[config.mk]
export PLATFORM = sky130hd
export DESIGN_NAME = lbist_scheduler_flat
export DESIGN_NICKNAME = d
export VERILOG_FILES = /design/src/rtl/lbist_scheduler_pkg.sv /design/src/rtl/lbist_scheduler_if.sv /design/src/rtl/lbist_scheduler_rr_arbiter.sv /design/src/rtl/lbist_scheduler.sv /design/src/flat_wrapper.sv
export SDC_FILE = /design/constraint.sdc
export NUM_CORES = 1
export LEC_CHECK = 0
export ABC_CLOCK_PERIOD_IN_PS = 4250
export BUFFER_PORTS_ARGS = -buffer_cell sky130_fd_sc_hd__buf_2
export CAP_MARGIN = 25
export CORE_AREA = 10 10 75 58
export CTS_CLUSTER_DIAMETER = 40
export CTS_CLUSTER_SIZE = 16
export DETAILED_ROUTE_END_ITERATION = 10
export DIE_AREA = 0 0 85 68
export PLACE_DENSITY = 0.78
export SYNTH_ARGS = -nofsm -noshare
export SYNTH_HDL_FRONTEND = slang
export SYNTH_SLANG_ARGS = --single-unit
[constraint.sdc]
create_clock -name clk -period 4.25 [get_ports clk]
set_clock_uncertainty 0.15 [all_clocks]
set_input_delay 0.85 -clock clk [delete_from_list [all_inputs] [get_ports clk]]
set_output_delay 0.85 -clock clk [all_outputs]
set_load 0.005 [all_outputs]
[src/rtl/lbist_scheduler_pkg.sv]
// Shared types for the LBIST scheduler: FSM state encoding and watchdog width.
package lbist_sched_pkg;

    typedef enum logic [1:0] {
        IDLE   = 2'd0,
        ISSUE  = 2'd1,
        WAIT   = 2'd2,
        RETURN = 2'd3
    } sched_state_e;

    localparam int WDOG_W = 32;

endpackage

[src/rtl/lbist_scheduler_if.sv]
// Requester-side and controller-side handshakes of the LBIST scheduler.
interface lbist_scheduler_if #(
    parameter int NUM_REQS  = 4,
    parameter int NUM_SEEDS = 8
);
    logic [NUM_REQS-1:0]  req_val;
    logic [NUM_REQS-1:0]  req_rdy;
    logic [NUM_REQS-1:0]  resp_val;
    logic [NUM_SEEDS-1:0] resp_msg;
    logic [NUM_REQS-1:0]  resp_rdy;
    logic                 ctrl_req_val;
    logic                 ctrl_req_rdy;
    logic                 ctrl_resp_val;
    logic [NUM_SEEDS-1:0] ctrl_resp_msg;
    logic                 ctrl_resp_rdy;

    // scheduler side
    modport slave (
        input  req_val, resp_rdy, ctrl_req_rdy, ctrl_resp_val, ctrl_resp_msg,
        output req_rdy, resp_val, resp_msg, ctrl_req_val, ctrl_resp_rdy
    );

    // requesters + controller side
    modport master (
        output req_val, resp_rdy, ctrl_req_rdy, ctrl_resp_val, ctrl_resp_msg,
        input  req_rdy, resp_val, resp_msg, ctrl_req_val, ctrl_resp_rdy
    );
endinterface

[src/rtl/lbist_scheduler_rr_arbiter.sv]
// Round-robin pick: first set request at or above ptr, wrapping; one-hot grant plus index.
module lbist_rr_arbiter #(
    parameter int NUM_REQS = 4
) (
    input  logic [NUM_REQS-1:0]         req,
    input  logic [$clog2(NUM_REQS)-1:0] ptr,
    output logic [NUM_REQS-1:0]         grant,
    output logic [$clog2(NUM_REQS)-1:0] idx,
    output logic                        any
);
    localparam int IDX_W = $clog2(NUM_REQS);

    int               j;
    logic [IDX_W-1:0] jj;

    always_comb begin
        grant = '0;
        idx   = '0;
        any   = 1'b0;
        j     = 0;
        jj    = '0;
        for (int i = 0; i < NUM_REQS; i++) begin
            j = int'(ptr) + i;
            if (j >= NUM_REQS) j = j - NUM_REQS;
            jj = IDX_W'(j);
            if (!any && req[jj]) begin
                any       = 1'b1;
                grant[jj] = 1'b1;
                idx       = jj;
            end
        end
    end
endmodule

[src/rtl/lbist_scheduler.sv]
// Shares one lbist_controller among NUM_REQS requesters with round-robin grants.
// Define LBIST_SCHED_TIMEOUT_EN to add the WAIT watchdog with sticky timeout and drain.
module lbist_scheduler
    import lbist_sched_pkg::*;
#(
    parameter int NUM_REQS       = 4,
    parameter int NUM_SEEDS      = 8,
    parameter int TIMEOUT_CYCLES = 4096
) (
    input  logic                        clk,
    input  logic                        reset,
    lbist_scheduler_if.slave            bus,
    output logic [$clog2(NUM_REQS)-1:0] grant_id,
    output logic                        busy,
    output logic                        timeout
);
    localparam int IDX_W = $clog2(NUM_REQS);

    sched_state_e         state, state_nxt;
    logic [IDX_W-1:0]     rr_ptr;
    logic [NUM_SEEDS-1:0] result;
    logic [NUM_REQS-1:0]  arb_grant;
    logic [IDX_W-1:0]     arb_idx;
    logic                 arb_any;
    logic                 drain;
    logic                 wdog_hit;
    logic                 grant_hs;

    lbist_rr_arbiter #(.NUM_REQS(NUM_REQS)) u_arb (
        .req   (bus.req_val),
        .ptr   (rr_ptr),
        .grant (arb_grant),
        .idx   (arb_idx),
        .any   (arb_any)
    );

    assign busy     = (state != IDLE);
    assign grant_hs = (state == IDLE) && !drain && arb_any;

    always_comb begin
        state_nxt         = state;
        bus.req_rdy       = '0;
        bus.resp_val      = '0;
        bus.resp_msg      = '0;
        bus.ctrl_req_val  = 1'b0;
        // a timed-out run's late response is swallowed outside WAIT
        bus.ctrl_resp_rdy = drain && (state != WAIT);
        case (state)
            IDLE: begin
                if (!drain) bus.req_rdy = arb_grant;
                if (grant_hs) state_nxt = ISSUE;
            end
            ISSUE: begin
                bus.ctrl_req_val = 1'b1;
                if (bus.ctrl_req_rdy) state_nxt = WAIT;
            end
            WAIT: begin
                bus.ctrl_resp_rdy = 1'b1;
                if (bus.ctrl_resp_val || wdog_hit) state_nxt = RETURN;
            end
            RETURN: begin
                bus.resp_val[grant_id] = 1'b1;
                bus.resp_msg           = result;
                if (bus.resp_rdy[grant_id]) state_nxt = IDLE;
            end
            default: state_nxt = IDLE;
        endcase
    end

    always_ff @(posedge clk or posedge reset) begin
        if (reset) begin
            state    <= IDLE;
            rr_ptr   <= '0;
            grant_id <= '0;
            result   <= '0;
        end else begin
            state <= state_nxt;
            if (grant_hs) grant_id <= arb_idx;
            if (state == WAIT) begin
                if (bus.ctrl_resp_val) result <= bus.ctrl_resp_msg;
                else if (wdog_hit)     result <= '0;
            end
            if ((state == RETURN) && bus.resp_rdy[grant_id])
                rr_ptr <= (grant_id == IDX_W'(NUM_REQS - 1)) ? '0 : grant_id + 1'b1;
        end
    end

`ifdef LBIST_SCHED_TIMEOUT_EN
    logic [WDOG_W-1:0] wdog;

    // a response arriving on the limit cycle wins over the timeout
    assign wdog_hit = (state == WAIT) && !bus.ctrl_resp_val &&
                      (wdog == WDOG_W'(TIMEOUT_CYCLES - 1));

    always_ff @(posedge clk or posedge reset) begin
        if (reset) begin
            wdog    <= '0;
            timeout <= 1'b0;
            drain   <= 1'b0;
        end else begin
            if ((state == ISSUE) && bus.ctrl_req_rdy) wdog <= '0;
            else if (state == WAIT)                   wdog <= wdog + 1'b1;
            if (wdog_hit) begin
                timeout <= 1'b1;
                drain   <= 1'b1;
            end else if (drain && (state != WAIT) && bus.ctrl_resp_val) begin
                drain <= 1'b0;
            end
        end
    end
`else
    logic unused_cfg;

    assign wdog_hit   = 1'b0;
    assign drain      = 1'b0;
    assign timeout    = 1'b0;
    assign unused_cfg = (TIMEOUT_CYCLES == 0);
`endif

endmodule

[src/flat_wrapper.sv]
// flat-port wrapper written by rule: the top's interface ports become plain ports
module lbist_scheduler_flat import lbist_sched_pkg::*;
#(
    parameter int NUM_REQS       = 4,
    parameter int NUM_SEEDS      = 8,
    parameter int TIMEOUT_CYCLES = 4096
)
  (clk, reset, grant_id, busy, timeout, bus_req_val, bus_resp_rdy, bus_ctrl_req_rdy, bus_ctrl_resp_val, bus_ctrl_resp_msg, bus_req_rdy, bus_resp_val, bus_resp_msg, bus_ctrl_req_val, bus_ctrl_resp_rdy);
  lbist_scheduler_if #(.NUM_REQS(NUM_REQS), .NUM_SEEDS(NUM_SEEDS)) bus_i ();
  input  logic clk;
  input  logic reset;
  output logic [$clog2(NUM_REQS)-1:0] grant_id;
  output logic busy;
  output logic timeout;
  input wire logic [$bits(bus_i.req_val)-1:0] bus_req_val;
  input wire logic [$bits(bus_i.resp_rdy)-1:0] bus_resp_rdy;
  input wire logic [$bits(bus_i.ctrl_req_rdy)-1:0] bus_ctrl_req_rdy;
  input wire logic [$bits(bus_i.ctrl_resp_val)-1:0] bus_ctrl_resp_val;
  input wire logic [$bits(bus_i.ctrl_resp_msg)-1:0] bus_ctrl_resp_msg;
  output wire logic [$bits(bus_i.req_rdy)-1:0] bus_req_rdy;
  output wire logic [$bits(bus_i.resp_val)-1:0] bus_resp_val;
  output wire logic [$bits(bus_i.resp_msg)-1:0] bus_resp_msg;
  output wire logic [$bits(bus_i.ctrl_req_val)-1:0] bus_ctrl_req_val;
  output wire logic [$bits(bus_i.ctrl_resp_rdy)-1:0] bus_ctrl_resp_rdy;
  assign bus_i.req_val = bus_req_val;
  assign bus_i.resp_rdy = bus_resp_rdy;
  assign bus_i.ctrl_req_rdy = bus_ctrl_req_rdy;
  assign bus_i.ctrl_resp_val = bus_ctrl_resp_val;
  assign bus_i.ctrl_resp_msg = bus_ctrl_resp_msg;
  assign bus_req_rdy = bus_i.req_rdy;
  assign bus_resp_val = bus_i.resp_val;
  assign bus_resp_msg = bus_i.resp_msg;
  assign bus_ctrl_req_val = bus_i.ctrl_req_val;
  assign bus_ctrl_resp_rdy = bus_i.ctrl_resp_rdy;
  lbist_scheduler #(.NUM_REQS(NUM_REQS), .NUM_SEEDS(NUM_SEEDS), .TIMEOUT_CYCLES(TIMEOUT_CYCLES)) u_core (.clk(clk), .reset(reset), .bus(bus_i), .grant_id(grant_id), .busy(busy), .timeout(timeout));
endmodule
# ---- After elaboration in Yosys (flattened, before gate mapping)
# Index checks and enable logic that the tools add are counted.
dict set report classes {
  n_reduce_logical 17
  n_bitwise 3
  n_eq_ne 8
  n_addsub 8
  n_mux 47
  magnitude_cmp 14
}
# operator count
set op_table {}
lappend op_table {{2-bit two-way mux} 13}
lappend op_table {{4-bit two-way mux} 6}
lappend op_table {{1-bit two-way mux} 16}
lappend op_table {{2-bit by 3-bit less-than comparator with 1-bit output (second input constant)} 5}
lappend op_table {{4-bit OR} 3}
lappend op_table {{1-bit binary-select mux with 2-bit select} 5}
lappend op_table {{1-bit demux with 2-bit select} 5}
lappend op_table {{2-bit by 1-bit greater-or-equal comparator with 1-bit output (second input constant)} 5}
lappend op_table {{1-bit logical AND} 10}
lappend op_table {{3-bit greater-or-equal comparator (second input constant)} 3}
lappend op_table {{8-bit two-way mux} 1}
lappend op_table {{2-bit case mux with 4 select lines} 1}
lappend op_table {{2-bit by 1-bit subtractor with 2-bit output (second input constant)} 4}
lappend op_table {{2-bit by 2-bit adder with 3-bit output (second input constant)} 2}
lappend op_table {{2-bit == test (second input constant)} 3}
lappend op_table {{2-bit by 1-bit != test with 1-bit output (second input constant)} 2}
lappend op_table {{2-bit != test (second input constant)} 2}
lappend op_table {{4-bit AND reduction} 1}
lappend op_table {{2-bit by 1-bit adder with 3-bit output (second input constant)} 1}
lappend op_table {{2-bit by 3-bit greater-or-equal comparator with 1-bit output (second input constant)} 1}
lappend op_table {{1-bit zero test} 3}
lappend op_table {{2-bit by 1-bit adder with 2-bit output (second input constant)} 1}
lappend op_table {{2-bit by 1-bit == test with 1-bit output (second input constant)} 1}
lappend op_table {{2-bit zero test} 1}
lappend op_table {{2 further kinds} 2}
dict set report totals {
  output_inout_bits 22
  reg_bits 14
}

# ---- Depth between registers and ports, before layout
# Gate-level depths: netlist of run 1.
dict set report depth {
  ltp_word 17
  depth_mapped 9
}

# ---- Cells and area by module
# A second synthesis of run 1 with hierarchy kept.
dict set report hier_totals {
  hier_cells 120
  area_unflattened_um2 1273.7
}
# mod n_inst area_each_um2 seq_area_each_um2 cells_each
set by_module_without_submodules {}
lappend by_module_without_submodules {lbist_scheduler 1 854.6 350.3 75}
lappend by_module_without_submodules {lbist_rr_arbiter 1 419.2 0.0 45}

# ---- Least setup slack after synthesis of run 1
# OpenSTA, ideal clock, no wires.
dict set report synth_timing {
  path_kind {register -> output}
  startpoint {register u_core.rr_ptr[0]}
  endpoint {output bus_req_rdy[0]}
  arrival_time_ps 2306
  path_stages_with_launch 9
  path_buffers 2
  path_slack_ps 944
  required_ps 3250
  cell_sequence {dfrtp_1 -> buf_2 -> buf_2 -> inv_1 -> ha_1 -> mux4_2 -> nor2b_4 -> a221oi_1 -> o2bb2ai_1}
}
dict set report synth_via {
  elab_chain_len 15
  elab_cells_between_ends 60
  cone_classes {add/sub: 7; order compare: 12; mux: 28; bitwise: 3; reduce/logical: 10}
}
# item line_no
set synth_rtl {}
lappend synth_rtl {{from (decl)} lbist_scheduler.sv:20} ;# logic [IDX_W-1:0] rr_ptr;
lappend synth_rtl {{from (signal assigned)} lbist_scheduler.sv:84} ;# rr_ptr <= (grant_id == IDX_W'(NUM_REQS - 1)) ? '0 : grant_id + 1'b1;
lappend synth_rtl {{branches (longest 13 deep; another with 2-bit by 1-bit adder with 3-bit output)} n/a}
lappend synth_rtl {{4-bit two-way mux *} lbist_scheduler_rr_arbiter.sv:26} ;# if (!any && req[jj]) begin
lappend synth_rtl {{4-bit two-way mux *} lbist_scheduler.sv:48} ;# case (state)
lappend synth_rtl {{to (decl)} flat_wrapper.sv:20} ;# output wire logic [$bits(bus_i.req_rdy)-1:0] bus_req_rdy;
# Every way passes the cells marked *. The select of a mux whose other input is x is not followed.

# ---- Worst setup path in the final report of run 1
dict set report layout_timing {
  startpoint {register u_core.rr_ptr[1]}
  endpoint {output bus_req_rdy[0]}
}
# Same word-level chain as after synthesis.

==> flow_metrics.tcl, run 1 <==
set metrics [dict create \
    outcome "complete, no violations" \
    critPathLaunchType "flip-flop" \
    hold_buffers 0 \
    p_leak_nw 0.760 \
    grt_pass1_wl_mm 5.19 \
    vias 1077 \
    placed_cell_area_mm2 0.00148 \
    avgSynthCellArea_um2 9.79 \
    async_flop_share_pct 100 \
    drt_iter0_markers 135 \
    cts-htree-levels 1 \
    power.clock.fraction_pct 12.0 \
    ant_nets 0 \
    setup_ws_ns 0.523 \
    drive_gt1_share_pct 36.5 \
    ys_ff_latch 14 \
    ios 42 \
    drc 0 \
    min_path_type "flip-flop to flip-flop" \
    final_area_mm2 0.00153 \
    setup_tns_ns 0 \
    post-synth-top-count-cell "ha_1" \
    core_area_mm2 0.00300 \
    gr-total-overflow 0 \
    syn_inst 129 \
    gr-usage-met3_pct 2.97 \
    required_ns 3.25 \
    synth_cell_types 33 \
    cts_resized 0 \
    cts.sinks 14 \
    cp.arrival_ns 2.73 \
    port-buffer-count 40 \
    synth_area_leader_cell "dfrtp_1" \
    cts-root-buf "clkbuf_8" \
    yosys_warnings 0 \
    cts_tree "done" \
    detail_route.wirelength_mm 3.32 \
    die_h_um 68 \
    avgViaCountPerCell 5.25 \
    intPower_mw 0.613 \
    path_class "flip-flop to primary output" \
    grt_use_met2_pct 19.2 \
    grt_max_degree 22 \
    die_x_um 85 \
    seq_area_um2 350 \
    finalMaxSlewViolations 0 \
    max-cap-violations 0 \
    period_share_pct 87.7 \
    pwr-share-comb_pct 63.3 \
    finalNetCount 203 \
    p_seq_share_pct 24.7 \
    clkTransAtPathRegs_ns 0.06 \
    antennaDiodeCount 0 \
    rows 17 \
    final_util_pct 51.1 \
    grt_usage_pct 10.8 \
    rsz0062_at_grt "no" \
    yosysTopAreaCellShare_pct 27.8 \
    synth_ff_type "dfrtp_1" \
    gp_congestion 0.930 \
    firstDrtPassIters 4 \
    clock_path_buffers 2 \
    cts_buffers 3 \
    min_period_ns 3.73 \
    area_growth_pct 21.3 \
    finalHoldViolCount 0 \
    cts_setup_buffers 0 \
    clkLatencyLatePin_ns 0.25 \
    grt_busiest_layer "met2" \
    synth.area.top_cells "dfrtp_1, ha_1, mux2_2" \
    synth_fp_nets 164 \
    max_freq_ghz 0.268 \
    max_slew_margin_pct 63.5 \
    holdWs_ns 0.353 \
    switching_share_pct 43.3 \
    ir_worst_vdd_mv 0.230 \
    synth_area_mm2 0.00126 \
    pre_cts_ws_ns 0.828 \
    switching_power_mw 0.468 \
    worst_pin_slew_ns 0.532 \
    antenna_found_initial 0 \
    powerDensity_mw_per_mm2 706 \
    dp_hpwl_mm 2.64 \
    initial_core_util_pct 42.1 \
    synth_common_cells "ha_1, dfrtp_1, and2_1" \
    multiInputGateArea_um2 830 \
    cp-end-kind "primary output" \
    setup_viol 0 \
    num-fill-cells 265 \
    path_max_fanout 13 \
    die_area_mm2 0.00578 \
    first_global_vias 1087 \
    wire_per_inst_um 16.2 \
    gr-usage-met1_pct 12.7 \
    synth-edff-count 0 \
    yosysSeqAreaShare_pct 27.8 \
]
-- power groups by stage --
stage / Clock, mW / Combinational [mW] / Sequential, mW
CTS: 0.133 / 0.685 / 0.265
finish: 0.130 / 0.685 / 0.267
global route: 0.139 / 0.767 / 0.277
floorplan: 0 / 0.496 / 0.248
detailed placement: 0 / 0.682 / 0.268
global placement: 0 / 0.656 / 0.261
-- area by class of cell --
| cell class | count | share of cell area [%] |
|---|---|---|
| Timing Repair Buffer | 41 | 13.6 |
| Multi-Input combinational cell | 97 | 54.2 |
| Clock buffer | 4 | 3.59 |
| Tap cell | 38 | 3.10 |
| Inverter | 11 | 2.70 |
| Sequential cell | 14 | 22.9 |
-- final timing paths --
kind                                         startpoint                             end  slack (ns)  depth (start not counted)
min in group asynchronous                         reset    u_core.result[0]$_DFFE_PP0P_        0.49                          2
hold / removal             u_core.result[2]$_DFFE_PP0P_    u_core.result[2]$_DFFE_PP0P_        0.35                          1
max in group asynchronous                         reset    u_core.result[1]$_DFFE_PP0P_        3.09                          2
setup / recovery           u_core.rr_ptr[1]$_DFFE_PP0P_                  bus_req_rdy[0]        0.52                          7
hold reg to reg            u_core.result[2]$_DFFE_PP0P_    u_core.result[2]$_DFFE_PP0P_        0.35                          1
setup reg to reg           u_core.rr_ptr[1]$_DFFE_PP0P_  u_core.grant_id[0]$_DFFE_PP0P_        1.52                          7
-- state kept, by name, summed over array words and instances, names as in the netlist --
name and flops:
u_core.result 8, u_core.grant_id 2, u_core.rr_ptr 2, u_core.state 2
-- critical path: stages (launching register included) --
cell and delay [ns]:
dfrtp_1 0.62, inv_1 0.18, ha_1 0.46, mux4_2 0.64
nor2b_4 0.20, a221oi_1 0.10, o2bb2ai_1 0.17, buf_2 0.13
-- routing by layer --
metal / vias to the layer above / part of all wire (%)
li1: 536 / -
met1: 515 / 42
met2: 24 / 53
met3: 2 / 4.2
met4: 0 / 0.75
met5: - / 0
-- cells by family (layout without fill, tap and decap cells) --
kind of cell,after synthesis,count (layout),synth area share [%]
compound gates,29,29,16.3
xor+xnor,1,1,0.694
fa+ha+maj,15,15,14.9
buf+inv,18,56,6.54
flops,14,14,27.8
mux,19,19,19.1
other cells,1,1,0.297
simple gates,32,32,14.5
-- metrics by stage --
stage	instances	power [mW]
after floorplan	129	0.744
after global placement	201	0.917
after detailed placement	201	0.950
after CTS	205	1.08
after global routing	205	1.18
final	205	1.08
-- cell usage in the layout (no fill, tap or decap) --
cell type / instances
o2bb2ai_1: 4
clkbuf_8: 4
ha_1: 15
nor4b_1: 1
mux4_2: 3
mux2i_1: 5
nor2b_4: 1
buf_4: 1
and2_1: 12
buf_2: 40
nor2_1: 4
a21oi_1: 2
a221oi_1: 4
nand2b_1: 2
nand2_1: 9
o21ai_0: 11
conb_1: 1
nand4b_1: 1
a32oi_1: 1
xnor2_1: 1
mux2_2: 11
inv_1: 11
nand3b_1: 1
a31oi_1: 1
dfrtp_1: 14
or3_2: 1
o31ai_1: 1
a22o_1: 1
a2111o_1: 1
o32a_1: 1
o221ai_1: 1
o32ai_1: 1
(Power assumes the default switching activity.)
==> inputs of run 2 (changes only) <==
--- a/config.mk
+++ b/config.mk
@@ -13,7 +13,7 @@
 export CTS_CLUSTER_SIZE = 16
 export DETAILED_ROUTE_END_ITERATION = 10
 export DIE_AREA = 0 0 85 68
-export PLACE_DENSITY = 0.78
+export PLACE_DENSITY_LB_ADDON = 0.2
 export SYNTH_ARGS = -nofsm -noshare
 export SYNTH_HDL_FRONTEND = slang
 export SYNTH_SLANG_ARGS = --single-unit
==> run 2 against run 1 <==
Clock power about the same. Fmax fell by 0.86%. Setup slack worse by 0.032 ns. Critical path depth decreased by 1. Sequential share of layout area did not move. Global-route usage fell by 0.24 points. Critical endpoint is now bus_req_rdy[3]. Design area unchanged. Hold slack got worse by 0.0091 ns. Clock-buffer cell count did not move. Combinational power fell by 2%.
==> flow_metrics.tcl, run 2 (synthesized netlist as in run 1, its figures left out) <==
set metrics [dict create \
    outcome "complete, no violations" \
    first_global_vias 1092 \
    cts_setup_buffers 0 \
    p_leak_nw 0.760 \
    grt_pass1_wl_mm 5.11 \
    setup_tns_ns 0 \
    final_cell_mix "buf_2, ha_1, dfrtp_1" \
    largest_register "u_core.result" \
    drc 0 \
    ios 42 \
    final_util_pct 51.1 \
    grt_max_degree 21 \
    rsz0062_at_grt "no" \
    port-buffer-count 40 \
    die_area_mm2 0.00578 \
    min_period_ns 3.76 \
    wire_per_inst_um 15.1 \
    path_class "flip-flop to primary output" \
    setup_viol 0 \
    period_share_pct 88.5 \
    clkTransAtPathRegs_ns 0.05 \
    multiInputGateArea_um2 830 \
    cp.arrival_ns 2.76 \
    num-fill-cells 284 \
    path_max_fanout 13 \
    layout_commonest_cell "buf_2" \
    finalHoldViolCount 0 \
    ir_worst_vdd_mv 0.348 \
    cts_resized 0 \
    hold_buffers 0 \
    area_growth_pct 21.3 \
    r2r-start "u_core.rr_ptr[1]$_DFFE_PP0P_" \
    max-cap-violations 0 \
    cts-htree-levels 1 \
    die_x_um 85 \
    required_ns 3.25 \
    finalNetCount 203 \
    clock_path_buffers 2 \
    firstDrtPassIters 4 \
    holdWs_ns 0.344 \
    initial_core_util_pct 42.1 \
    gp_congestion 0.834 \
    core_area_mm2 0.00300 \
    avgViaCountPerCell 5.26 \
    min_path_type "flip-flop to flip-flop" \
    cts.sinks 14 \
    crit_start "u_core.rr_ptr[1]$_DFFE_PP0P_" \
    largest_reg_flops 8 \
    max_slew_margin_pct 57.8 \
    finalMaxSlewViolations 0 \
    critPathLaunchType "flip-flop" \
    cts_buffers 3 \
    detail_route.wirelength_mm 3.09 \
    seq_area_um2 350 \
    powerDensity_mw_per_mm2 695 \
    worst_pin_slew_ns 0.631 \
    cp-end-kind "primary output" \
    cts-root-buf "clkbuf_8" \
    cts_tree "done" \
    vias 1078 \
    max_freq_ghz 0.266 \
    antennaDiodeCount 0 \
    clkLatencyLatePin_ns 0.24 \
    antenna_found_initial 0 \
    hp-start "u_core.result[2]$_DFFE_PP0P_" \
    rows 17 \
    gr-total-overflow 0 \
    grt_usage_pct 10.5 \
    drive_gt1_share_pct 36.5 \
    die_h_um 68 \
    dp_hpwl_mm 2.49 \
    ant_nets 0 \
    drt_iter0_markers 91 \
]
## run 2: cell counts in the layout (fill, tap and decap cells not counted)
Identical to the previous run, type by type.
## run 2: path summary, 6_finish.rpt
path	end	slack, ns	cells past startpoint
max	bus_req_rdy[3]	0.49	6
min	u_core.result[2]$_DFFE_PP0P_	0.34	1
max reg2reg	u_core.grant_id[1]$_DFFE_PP0P_	1.54	5
min reg2reg	u_core.result[2]$_DFFE_PP0P_	0.34	1
max in group asynchronous	u_core.grant_id[0]$_DFFE_PP0P_	3.12	2
min in group asynchronous	u_core.result[5]$_DFFE_PP0P_	0.48	2
## run 2: power by group
group | switching [mW] | internal [mW]
clock | 0.0452 | 0.0819
sequential | 0.0627 | 0.203
combinational | 0.346 | 0.325
## run 2: critical path, cell delays in order, from the launching register on
cell       delay [ns]
dfrtp_1          0.60
inv_1            0.20
ha_1             0.47
mux4_2           0.63
a221oi_1         0.38
o2bb2ai_1        0.11
buf_2            0.13
## run 2: layout make-up
type | count | share of cell area, %
multi-input combinational | 97 | 54.2
clock buffer | 4 | 3.59
inverter | 11 | 2.70
tap | 38 | 3.10
timing repair buffer | 41 | 13.6
sequential | 14 | 22.9
## run 2: routing by layer
metal / vias to the layer above / wire length [um] / global-route usage (%)
li1: 533 / - / -
met1: 512 / 1310 / 12.8
met2: 33 / 1470 / 17.0
met3: 0 / 305 / 5.34
met4: 0 / 0 / 1.02
met5: - / 0 / 0
## run 2: stage by stage
stage                     power [mW]  std cells  instance area (um2)  worst slack, ns
after detailed placement       0.944        201                 1480            0.785
final                           1.06        205                 1530            0.490
after global routing            1.18        205                 1530            0.253
after global placement         0.919        201                 1480            0.947
after CTS                       1.08        205                 1530            0.505
after floorplan                0.744        129                 1260            0.944
==> inputs of run 3 (changes only) <==
--- a/config.mk
+++ b/config.mk
@@ -8,11 +8,13 @@
 export ABC_CLOCK_PERIOD_IN_PS = 4250
 export BUFFER_PORTS_ARGS = -buffer_cell sky130_fd_sc_hd__buf_2
 export CAP_MARGIN = 25
-export CORE_AREA = 10 10 75 58
+export CELL_PAD_IN_SITES_DETAIL_PLACEMENT = 1
+export CELL_PAD_IN_SITES_GLOBAL_PLACEMENT = 1
+export CORE_AREA = 10 10 81 62
 export CTS_CLUSTER_DIAMETER = 40
 export CTS_CLUSTER_SIZE = 16
 export DETAILED_ROUTE_END_ITERATION = 10
-export DIE_AREA = 0 0 85 68
+export DIE_AREA = 0 0 91 72
 export PLACE_DENSITY_LB_ADDON = 0.2
 export SYNTH_ARGS = -nofsm -noshare
 export SYNTH_HDL_FRONTEND = slang
==> run 3 against run 2 <==
Sequential power barely moved. Critical path depth rose by 1. Via count rose by 2.1%. Global-route usage rose by 0.66 points. Non-clock buffer count did not move. Critical path type unchanged. Critical endpoint is now bus_req_rdy[2]. Largest cell class unchanged. Highest routed layer is now met4.
==> flow_metrics.tcl, run 3 (synthesized netlist as in run 1, its figures left out) <==
set metrics [dict create \
    outcome "complete, no violations" \
    rsz0062_at_grt "no" \
    cts-root-buf "clkbuf_8" \
    p_leak_nw 0.760 \
    rows 18 \
    die_x_um 91 \
    max-cap-violations 0 \
    firstDrtPassIters 4 \
    setup_tns_ns 0 \
    path_class "flip-flop to primary output" \
    grt_max_degree 22 \
    finalMaxSlewViolations 0 \
    place_inst 213 \
    ios 42 \
    ir_worst_vdd_mv 0.272 \
    powerDensity_mw_per_mm2 704 \
    grt_usage_pct 11.2 \
    initial_core_util_pct 36.4 \
    core_area_mm2 0.00347 \
    max_slew_margin_pct 58.5 \
    holdWs_ns 0.349 \
    finalNetCount 203 \
    largest_register "u_core.result" \
    cts-htree-levels 1 \
    min_path_type "flip-flop to flip-flop" \
    cp-end-kind "primary output" \
    hold_buffers 0 \
    final_area_mm2 0.00155 \
    final_cell_mix "buf_2, ha_1, dfrtp_1" \
    finalHoldViolCount 0 \
    gp_congestion 0.850 \
    critPathLaunchType "flip-flop" \
    first_global_vias 1168 \
    cp.arrival_ns 2.76 \
    period_share_pct 88.6 \
    min_period_ns 3.76 \
    detail_route.wirelength_mm 3.70 \
    worst_pin_slew_ns 0.620 \
    grt_pass1_wl_mm 6.18 \
    clkTransAtPathRegs_ns 0.06 \
    drc 0 \
    dp_hpwl_mm 3.06 \
    cts_tree "done" \
    cts_buffers 3 \
    cts_setup_buffers 0 \
    avgViaCountPerCell 5.07 \
    wire_per_inst_um 17.1 \
    ant_nets 0 \
    drt_iter0_markers 73 \
    die_area_mm2 0.00655 \
    area_growth_pct 22.5 \
    antennaDiodeCount 0 \
    die_h_um 72 \
    antenna_found_initial 0 \
    clock_path_buffers 2 \
    cts_resized 0 \
    port-buffer-count 40 \
    cts.sinks 14 \
    layout_commonest_cell "buf_2" \
    layout.cells.non_filler 217 \
    vias 1101 \
    gr-total-overflow 0 \
    path_max_fanout 13 \
    setup_viol 0 \
    power_mw 1.09 \
    max_freq_ghz 0.266 \
    required_ns 3.25 \
    drive_gt1_share_pct 36.5 \
    placed_cell_area_mm2 0.00149 \
    largest_reg_flops 8 \
    clkLatencyLatePin_ns 0.24 \
]
## run 3: final cells by class
cell class	instances	area, um2
Inverter	11	41.3
Fill cell	434	1920
Tap cell	50	62.6
Multi-Input combinational cell	97	830
Timing Repair Buffer	41	208
Clock buffer	4	55.1
Sequential cell	14	350
## run 3: worst paths after layout
check	startpoint	to	slack, ns	depth (start not counted)
min in group asynchronous	reset	u_core.result[0]$_DFFE_PP0P_	0.49	2
min reg2reg	u_core.result[2]$_DFFE_PP0P_	u_core.result[2]$_DFFE_PP0P_	0.35	1
max	u_core.rr_ptr[1]$_DFFE_PP0P_	bus_req_rdy[2]	0.49	7
max reg2reg	u_core.rr_ptr[1]$_DFFE_PP0P_	u_core.grant_id[0]$_DFFE_PP0P_	1.53	7
max in group asynchronous	reset	u_core.rr_ptr[0]$_DFFE_PP0P_	3.10	2
min	u_core.result[2]$_DFFE_PP0P_	u_core.result[2]$_DFFE_PP0P_	0.35	1
## run 3: layer usage
layer,GRT usage (%),wire (um),vias to the layer above
li1,-,-,538
met1,14.7,1740,532
met2,18.4,1770,29
met3,2.98,168,2
met4,1.56,23,0
met5,0,0,-
## run 3: critical path: stages, from the launching register on
cell       delay [ns]
dfrtp_1          0.62
inv_1            0.20
ha_1             0.41
nor4b_1          0.36
a31oi_1          0.07
o32ai_1          0.54
o2bb2ai_1        0.18
buf_2            0.13
## run 3: per-stage QoR
step / utilization, % / worst slack (ns)
6_report: 44.6 / 0.486
5_1_grt: 44.6 / 0.198
4_1_cts: 44.6 / 0.484
3_5_place_dp: 43.0 / 0.757
3_3_place_gp: 43.0 / 0.931
2_1_floorplan: - / 0.944
## run 3: report_power, final
group / internal (mW) / leakage [nW] / switching, mW
logic: 0.328 / 0.565 / 0.363
registers: 0.203 / 0.166 / 0.0657
clock network: 0.0820 / 0.0288 / 0.0460
total: 0.613 / 0.760 / 0.475
